[src/rtl/flash_pkg.sv]
// flash_pkg: shared state encoding and command field layout for the flash arbiter
package flash_pkg;
  localparam int CMD_W        = 32;
  localparam int CMD_RW_BIT   = 31;
  localparam int CMD_LEN_MSB  = 23;
  localparam int CMD_LEN_LSB  = 16;
  localparam int CMD_ADDR_MSB = 15;
  localparam int CMD_ADDR_LSB = 0;
  typedef enum logic [1:0] {
    IDLE  = 2'b00,
    BUSY  = 2'b01,
    DRAIN = 2'b11
  } arb_state_t;
  function automatic logic [CMD_W-1:0] mk_cmd(input logic rw, input logic [7:0] len, input logic [15:0] addr);
    logic [CMD_W-1:0] c;
    c = '0;
    c[CMD_RW_BIT] = rw;
    c[CMD_LEN_MSB:CMD_LEN_LSB] = len;
    c[CMD_ADDR_MSB:CMD_ADDR_LSB] = addr;
    return c;
  endfunction
endpackage

[src/rtl/flash_rr_pick.sv]
// flash_rr_pick: combinational first-set-bit search starting at ptr, wrapping modulo N
// Ports: req (request vector), ptr (search start), win (winner index), found (any req set)
module flash_rr_pick #(
  parameter int N = 4,
  parameter int W = 2
) (
  input  logic [N-1:0] req,
  input  logic [W-1:0] ptr,
  output logic [W-1:0] win,
  output logic         found
);
  always_comb begin
    win = ptr;
    found = |req;
    // scan from the farthest offset down so the nearest set bit is written last
    for (int i = N - 1; i >= 0; i--) begin
      if (req[(int'(ptr) + i) % N]) win = W'((int'(ptr) + i) % N);
    end
  end
endmodule

[src/rtl/flash_user_arbit.sv]
// flash_user_arbit: round-robin req/ack/done arbiter muxing user ports onto one flash command engine
// Ports: clk_sys/rst; user_req/ack/done/en/cmd/wr_data/rd_data/rd_data_valid (user side);
// flash_en/cmd/wr_data/rd_data/rd_data_valid/busy (engine side); arb_owner/arb_busy/arb_timeout (status).
// Optional macro FLASH_ARBIT_TIMEOUT_EN: BUSY watchdog forcing release after TIMEOUT_CYC cycles.
module flash_user_arbit
  import flash_pkg::*;
#(
  parameter int          USER_NUM    = 4,
  parameter int          UID_W       = 2,
  parameter logic [19:0] TIMEOUT_CYC = 20'hFFFFF,
  parameter int          U_DLY       = 1
) (
  input  logic                      clk_sys,
  input  logic                      rst,
  input  logic [USER_NUM-1:0]       user_req,
  output logic [USER_NUM-1:0]       user_ack,
  input  logic [USER_NUM-1:0]       user_done,
  input  logic [USER_NUM-1:0]       user_en,
  input  logic [USER_NUM*CMD_W-1:0] user_cmd,
  input  logic [USER_NUM*8-1:0]     user_wr_data,
  output logic [7:0]                user_rd_data,
  output logic [USER_NUM-1:0]       user_rd_data_valid,
  output logic                      flash_en,
  output logic [CMD_W-1:0]          flash_cmd,
  output logic [7:0]                flash_wr_data,
  input  logic [7:0]                flash_rd_data,
  input  logic                      flash_rd_data_valid,
  input  logic                      flash_busy,
  output logic [UID_W-1:0]          arb_owner,
  output logic                      arb_busy,
  output logic                      arb_timeout
);
  if (UID_W != $clog2(USER_NUM) || USER_NUM < 2 || USER_NUM > 8 || TIMEOUT_CYC == 20'd0 || U_DLY < 0) begin : g_bad_cfg
    $error("flash_user_arbit: inconsistent parameters");
  end
  arb_state_t          state;
  logic [UID_W-1:0]    rr_ptr;
  logic [UID_W-1:0]    win;
  logic                found;
  logic [USER_NUM-1:0] owner_oh;
  logic                owner_done;
  logic                expire;
  logic [UID_W-1:0]    ptr_next;
  flash_rr_pick #(.N(USER_NUM), .W(UID_W)) u_pick (
    .req  (user_req),
    .ptr  (rr_ptr),
    .win  (win),
    .found(found)
  );
  assign owner_oh   = USER_NUM'(1) << arb_owner;
  assign owner_done = user_done[arb_owner];
  assign ptr_next   = (arb_owner == UID_W'(USER_NUM - 1)) ? '0 : arb_owner + UID_W'(1);
`ifdef FLASH_ARBIT_TIMEOUT_EN
  logic [19:0] cnt;
  // cnt is held at 0 outside BUSY, so it starts from 0 on every grant
  assign expire = (state == BUSY) && !owner_done && (cnt == TIMEOUT_CYC - 20'd1);
  always_ff @(posedge clk_sys) begin
    if (rst) begin
      cnt <= '0;
      arb_timeout <= 1'b0;
    end else begin
      cnt <= (state == BUSY) ? cnt + 20'd1 : '0;
      arb_timeout <= expire;
    end
  end
`else
  assign expire = 1'b0;
  assign arb_timeout = 1'b0;
`endif
  always_ff @(posedge clk_sys) begin
    if (rst) begin
      state <= IDLE;
      rr_ptr <= '0;
      arb_owner <= '0;
      user_ack <= '0;
      user_rd_data <= '0;
      user_rd_data_valid <= '0;
      flash_en <= 1'b0;
      flash_cmd <= '0;
      flash_wr_data <= '0;
      arb_busy <= 1'b0;
    end else begin
      user_ack <= '0;
      flash_en <= 1'b0;
      user_rd_data_valid <= '0;
      // engine read bytes only reach a user while someone owns the engine
      if (state != IDLE && flash_rd_data_valid) begin
        user_rd_data <= flash_rd_data;
        user_rd_data_valid <= owner_oh;
      end
      case (state)
        IDLE: begin
          if (found) begin
            arb_owner <= win;
            user_ack <= USER_NUM'(1) << win;
            state <= BUSY;
            arb_busy <= 1'b1;
          end
        end
        BUSY: begin
          flash_cmd <= user_cmd[int'(arb_owner)*CMD_W +: CMD_W];
          flash_wr_data <= user_wr_data[int'(arb_owner)*8 +: 8];
          flash_en <= user_en[arb_owner] && !owner_done && !expire;
          if (owner_done || expire) state <= DRAIN;
        end
        DRAIN: begin
          if (!flash_busy) begin
            state <= IDLE;
            arb_busy <= 1'b0;
            rr_ptr <= ptr_next;
          end
        end
        default: begin
          state <= IDLE;
          arb_busy <= 1'b0;
        end
      endcase
    end
  end
endmodule

[config.mk]
export PLATFORM = sky130hd
export DESIGN_NAME = flash_user_arbit
export DESIGN_NICKNAME = d
export VERILOG_FILES = /design/src/rtl/flash_pkg.sv /design/src/rtl/flash_rr_pick.sv /design/src/rtl/flash_user_arbit.sv
export SDC_FILE = /design/constraint.sdc
export NUM_CORES = 1
export LEC_CHECK = 0
export CAP_MARGIN = 5
export CORE_MARGIN = 2
export CORE_UTILIZATION = 38
export CTS_CLUSTER_DIAMETER = 50
export DETAILED_ROUTE_END_ITERATION = 12
export PLACE_DENSITY_LB_ADDON = 0.3
export SYNTH_ARGS = -nofsm -noshare
export SYNTH_HDL_FRONTEND = slang
export SYNTH_SLANG_ARGS = --single-unit
export TNS_END_PERCENT = 5
[constraint.sdc]
create_clock -name clk_sys -period 3.6 [get_ports clk_sys]
set_clock_uncertainty 0.05 [all_clocks]
set_input_delay 0.72 -clock clk_sys [delete_from_list [all_inputs] [get_ports clk_sys]]
set_output_delay 0.72 -clock clk_sys [all_outputs]
set_load 0.005 [all_outputs]
==> flow_metrics.tcl, run 1 <==
set metrics [dict create \
    status "finished, final reports clean" \
    rr_worst_depth 4 \
    tightest_slew_ns 1.187 \
    cts_tree "done" \
    critPathTopFamily "flip-flops" \
    drv_cap 0 \
    synth-async-reset-ratio 0 \
    drtIter0Drc 58 \
    r2r_slack_ns 1.49 \
    final_hold_viol_count 0 \
    cp.arrival_ns 1.63 \
    synth.net_count 515 \
    avgSynthCellArea_um2 10.25 \
    drive_gt1_frac 0.1172 \
    htreeDepth 3 \
    powerDensity_nw_per_um2 321.2 \
    yosys_register_bits 64 \
    seq_area_frac_synth 0.3788 \
    io_pins 245 \
    yosysWarnings 0 \
    netlist_top_cells_count "nand2_1, dfxtp_1, a21oi_1, mux4_2, nor2_1" \
    synth_most_common_cell "nand2_1" \
    fin_setup_tns_ns 0 \
    slew_viol_final 0 \
    avgRoutedWirePerCell_um 15.98 \
    cts_sinks 64 \
    setup_viol 0 \
    synth_top_family_by_area "multiplexers" \
    first_pass_iters 5 \
    r2r_start "arb_owner[1]" \
    yosys.area.top_type "dfxtp_1" \
    globalplace.congestion 0.9494 \
    max_freq_mhz 416.4 \
    synthSimpleGateAreaFrac 0.1613 \
    syn_inst 330 \
    synth_top_cell_area_share 0.3788 \
    syn_area_um2 3382 \
    grtUsageTotal 0.2190 \
    antenna_found_initial 0 \
    placed_area_um2 5794 \
    worstSetupEndpointType "output port" \
    grt_pass1_vias 3557 \
    min_to "flash_cmd[17]" \
    synth_edf_count 0 \
    final_cell_area_um2 5993 \
    die_h_um 98.34 \
    cts_inserted_buffers 9 \
    clkSlewWorstSetupHoldPaths_ns 0.07 \
    r2r-end "state[1]" \
    synth_xor_area_frac 0 \
    path_cells "clkdlybuf4s50_1" \
    clk_path_buf_depth 2 \
    grt_max_degree 42 \
    synthMuxAreaShare 0.3097 \
    port_buffers 243 \
    via_per_inst 5.103 \
    start_util 0.3897 \
    slowest_delay_ns 0.69 \
    design.die.area_um2 9671 \
    startpoint_type "flip-flop" \
    core_area_um2 8678 \
    drc 0 \
    cts-hold-fix-buffers 0 \
    syn2layout_area_growth_pct 77.21 \
    grt_remaining_overflow 0 \
    p_leak_nw 2.175 \
    slowest_stage "dfxtp_2" \
    crit_buf_inv 1 \
    rows 34 \
    rsz0062_at_grt "false" \
    max_slew_margin 0.2033 \
    synthAdderAreaFrac 0.003700 \
    drt_wl_total_mm 10.72 \
    synthTopCellsByArea "dfxtp_1, mux4_2, nand2_1, a21oi_1, mux2i_1" \
    synth_compound_gate_area_share 0.08879 \
    insertedDiodeCount 0 \
    synth_ff_type "dfxtp_1" \
    postRouteAntennaNets 0 \
    path_class "reg -> out" \
    cts_resized 0 \
    synth.distinct_cells 34 \
    clk_latency_ns 0.32 \
    clockRootBuffer "clkbuf_8" \
    vdd_drop_max_v 0.0001664 \
    nNetsFinal 743 \
    required_ns 2.83 \
    crit_fanout 25 \
    vias 3424 \
    dp_hpwl_mm 8.647 \
    min_path_cells 2 \
    min_from "flash_cmd[17]" \
    grt_first_pass_wirelength_mm 16.90 \
    post_cts_buffers 0 \
    hold_class "reg -> reg" \
    fin_crit_sh 0.6671 \
    period_minus_slack_ns 2.401 \
    die_x_um 98.34 \
]
==> layout make-up <==
cell class	instances	area, µm²
sequential	64	1286
timing repair buffer	246	2450
clock inverter	3	40.04
tap	108	135.1
inverter	1	3.754
multi-input combinational	236	1919
fill	690	2685
clock buffer	13	158.9
==> cell usage in the layout, fill, tap and decap left out, types with 5 or more instances in the layout <==
cell type | Yosys | layout
a21oi_1 | 46 | 46
clkbuf_8 | 0 | 11
clkdlybuf4s50_1 | 0 | 242
dfxtp_1 | 64 | 62
mux2i_1 | 9 | 9
mux4_2 | 42 | 42
nand2_1 | 83 | 83
nand2b_1 | 6 | 5
nor2_1 | 15 | 15
nor3_1 | 5 | 5
==> flip-flops by register name (all words and copies together), names as in the netlist <==
register            count
arb_owner               2
rr_ptr                  2
state                   2
flash_cmd              32
arb_busy                1
user_rd_data_valid      4
user_ack                4
flash_en                1
flash_wr_data           8
user_rd_data            8
==> power by group <==
part	switching (W)	leakage (nW)	internal, W
Clock	0.000254	0.103	0.000356
Sequential	0.0000398	0.526	0.000756
Combinational	0.000161	1.55	0.000358
==> logic make-up (layout without fill, tap and decap cells) <==
| logic type | after synthesis | count (layout) |
|---|---|---|
| compound gates | 56 | 56 |
| fa+ha+maj | 1 | 1 |
| other cells | 1 | 1 |
| simple gates | 126 | 126 |
| flops | 64 | 64 |
| mux | 52 | 52 |
| buf+inv | 30 | 263 |
==> per-layer routing <==
metal / up-vias / GRT usage / share of wire
met3: 14 / 0.07015 / 0.10
li1: 1643 / - / -
met2: 179 / 0.4176 / 0.54
met1: 1588 / 0.2253 / 0.34
met4: 0 / 0.06849 / 0.015
met5: - / 0 / 0
==> how the worst max path moves through the flow <==
stage | from | end | slack [ns] | cells past startpoint
final | arb_owner[1] | arb_owner[1] | 1.20 | 1
after global routing | arb_owner[0] | arb_owner[0] | 1.09 | 1
after CTS | arb_owner[1] | arb_owner[1] | 1.16 | 1
after detailed placement | user_req[0] | user_ack[1] | 1.17 | 5
after global placement | user_req[0] | user_ack[0] | 1.25 | 5
after floorplan | user_done[3] | state[1] | 1.84 | 3
==> stage by stage <==
step                hold WS, ns  total power [W]  cells  utilization  worst slack (ns)
CTS                      0.4048         0.001952    671       0.6906             1.158
global placement         0.3910         0.001324    655       0.6677             1.249
global route             0.4209         0.002030    671       0.6906             1.087
floorplan                0.4027         0.001015    330            -             1.839
detailed placement       0.3953         0.001336    655       0.6677             1.170
finish                   0.4036         0.001925    671       0.6906             1.199
(Power assumes the default switching activity.)
==> inputs of run 2 (changes only) <==
--- a/config.mk
+++ b/config.mk
@@ -7,7 +7,7 @@
 export LEC_CHECK = 0
 export CAP_MARGIN = 5
 export CORE_MARGIN = 2
-export CORE_UTILIZATION = 38
+export CORE_UTILIZATION = 35
 export CTS_CLUSTER_DIAMETER = 50
 export DETAILED_ROUTE_END_ITERATION = 12
 export PLACE_DENSITY_LB_ADDON = 0.3
==> constraint.sdc (replaced) <==
create_clock -name clk_sys -period 2.4 [get_ports clk_sys]
set_clock_uncertainty 0.05 [all_clocks]
set_input_delay 0.48 -clock clk_sys [delete_from_list [all_inputs] [get_ports clk_sys]]
set_output_delay 0.48 -clock clk_sys [all_outputs]
set_load 0.005 [all_outputs]
==> run 2 against run 1 <==
  * Hold slack lost 0.0017 ns
  * Core utilization decreased by 3.6 points
  * Clock-buffer cell count did not move
  * Critical path type unchanged
  * Largest power group unchanged
==> flow_metrics.tcl, run 2 (synthesized netlist as in run 1, its figures left out) <==
set metrics [dict create \
    status "finished, final reports clean" \
    core_area_um2 9328 \
    die_x_um 102.3 \
    mostFrequentLayoutCell "clkdlybuf4s50_1" \
    port_buffers 243 \
    nNetsFinal 750 \
    dp_hpwl_mm 8.901 \
    powerDensity_nw_per_um2 481.4 \
    drt_wl_total_mm 10.74 \
    fin_crit_sh 0.8133 \
    post_cts_buffers 0 \
    min_path_cells 2 \
    r2r_slack_ns 0.66 \
    cts_inserted_buffers 9 \
    top_register "flash_cmd" \
    max_freq_mhz 512.3 \
    hold_class "reg -> reg" \
    layout_common_cells "clkdlybuf4s50_1, nand2_1, dfxtp_1" \
    r2r_start "state[1]" \
    grt_pass1_vias 3529 \
    first_pass_iters 4 \
    grtUsageMet3 0.06019 \
    globalplace.congestion 0.8442 \
    top_usage_layer "met2" \
    antenna_found_initial 0 \
    n_fill_cell 773 \
    max_slew_margin 0.5554 \
    drc 0 \
    vias 3441 \
    die_h_um 102.3 \
    drive_gt1_frac 0.1298 \
    p_leak_nw 2.222 \
    reg_top3 "flash_cmd: 32 flops, flash_wr_data: 8 flops, user_rd_data: 8 flops" \
    io_pins 245 \
    final_cell_area_um2 6107 \
    cts_resized 0 \
    clkSlewWorstSetupHoldPaths_ns 0.07 \
    crit_fanout 16 \
    min_from "flash_cmd[26]" \
    cts-hold-fix-buffers 0 \
    grtUsageTotal 0.1972 \
    hold_slack_ns 0.4019 \
    r2r-end "flash_wr_data[4]" \
    design.die.area_um2 10470 \
    via_per_inst 4.923 \
    cts_tree "done" \
    slowest_delay_ns 0.57 \
    postRouteAntennaNets 0 \
    worstSetupEndpointType "output port" \
    multi_input_area_um2 1919 \
    avgRoutedWirePerCell_um 15.36 \
    grtUsageMet2 0.3912 \
    setup_viol 0 \
    clockRootBuffer "clkbuf_8" \
    rows 35 \
    grt_first_pass_wirelength_mm 16.13 \
    path_cells "clkdlybuf4s50_1" \
    start_util 0.3626 \
    grt_max_degree 34 \
    crit_buf_inv 1 \
    clk_latency_ns 0.33 \
    vdd_drop_max_v 0.0002241 \
    syn2layout_area_growth_pct 80.58 \
    min_to "flash_cmd[26]" \
    cts_sinks 64 \
    fin_setup_tns_ns 0 \
    startpoint_type "flip-flop" \
    final_hold_viol_count 0 \
    drtIter0Drc 56 \
    tightest_slew_ns 0.6669 \
    rr_worst_depth 4 \
    largest_reg_flops 32 \
    required_ns 1.87 \
    fin_cells 699 \
    pre_cts_slack_ns 0.2359 \
    use_met1 0.1928 \
    clk_path_buf_depth 2 \
    drv_cap 0 \
    placed_area_um2 5898 \
    htreeDepth 3 \
    rsz0062_at_grt "false" \
    cp.arrival_ns 1.42 \
    critPathTopFamily "buffers and inverters" \
    seqCellArea_um2 1286 \
    slew_viol_final 0 \
    path_class "reg -> out" \
    slowest_stage "clkdlybuf4s50_1" \
    period_minus_slack_ns 1.952 \
    grt_remaining_overflow 0 \
    insertedDiodeCount 0 \
    dp_cells 683 \
    layout_setup_ws_ns 0.4481 \
]
[run 2: cell type report]
cell class / instances / area share
Tap cell: 129 / 0.02643
Multi-Input combinational cell: 236 / 0.3143
Clock buffer: 13 / 0.02766
Sequential cell: 64 / 0.2106
Timing Repair Buffer: 253 / 0.4138
Inverter: 1 / 0.0006146
Clock inverter: 3 / 0.006556
[run 2: how the worst max path moves through the flow]
stage	start	endpoint	slack, ns	cells after the start
global route	arb_owner[0]	arb_owner[0]	0.39	1
floorplan	arb_owner[0]	flash_cmd[13]	0.84	5
detailed placement	user_req[0]	user_ack[0]	0.24	5
CTS	arb_owner[0]	arb_owner[0]	0.41	1
finish	arb_owner[0]	arb_owner[0]	0.45	1
global placement	user_req[0]	user_ack[0]	0.29	5
[run 2: routing by layer]
layer  wire length, µm  up-vias
li1                  -     1660
met1              3694     1592
met2              5827      176
met3              1076       13
met4               141        0
met5                 0        -
[run 2: stage by stage]
| stage | util | total power, W |
|---|---|---|
| after floorplan | - | 0.001523 |
| final | 0.6547 | 0.002940 |
| after detailed placement | 0.6323 | 0.002026 |
| after CTS | 0.6547 | 0.002977 |
| after global routing | 0.6547 | 0.003085 |
| after global placement | 0.6323 | 0.002003 |
[run 2: tightest hold or removal path: cells and delay by family, from the launching register on]
family	cells	cell delay [ns]
AOI/OAI and AO/OA	1	0.05
DFF	1	0.31
and+or+nand+nor	1	0.05
[run 2: report_power, final]
part / switching (W) / internal (W) / leakage, nW
registers: 0.0000475 / 0.00113 / 0.526
logic: 0.000259 / 0.000553 / 1.59
clock network: 0.000384 / 0.000562 / 0.109
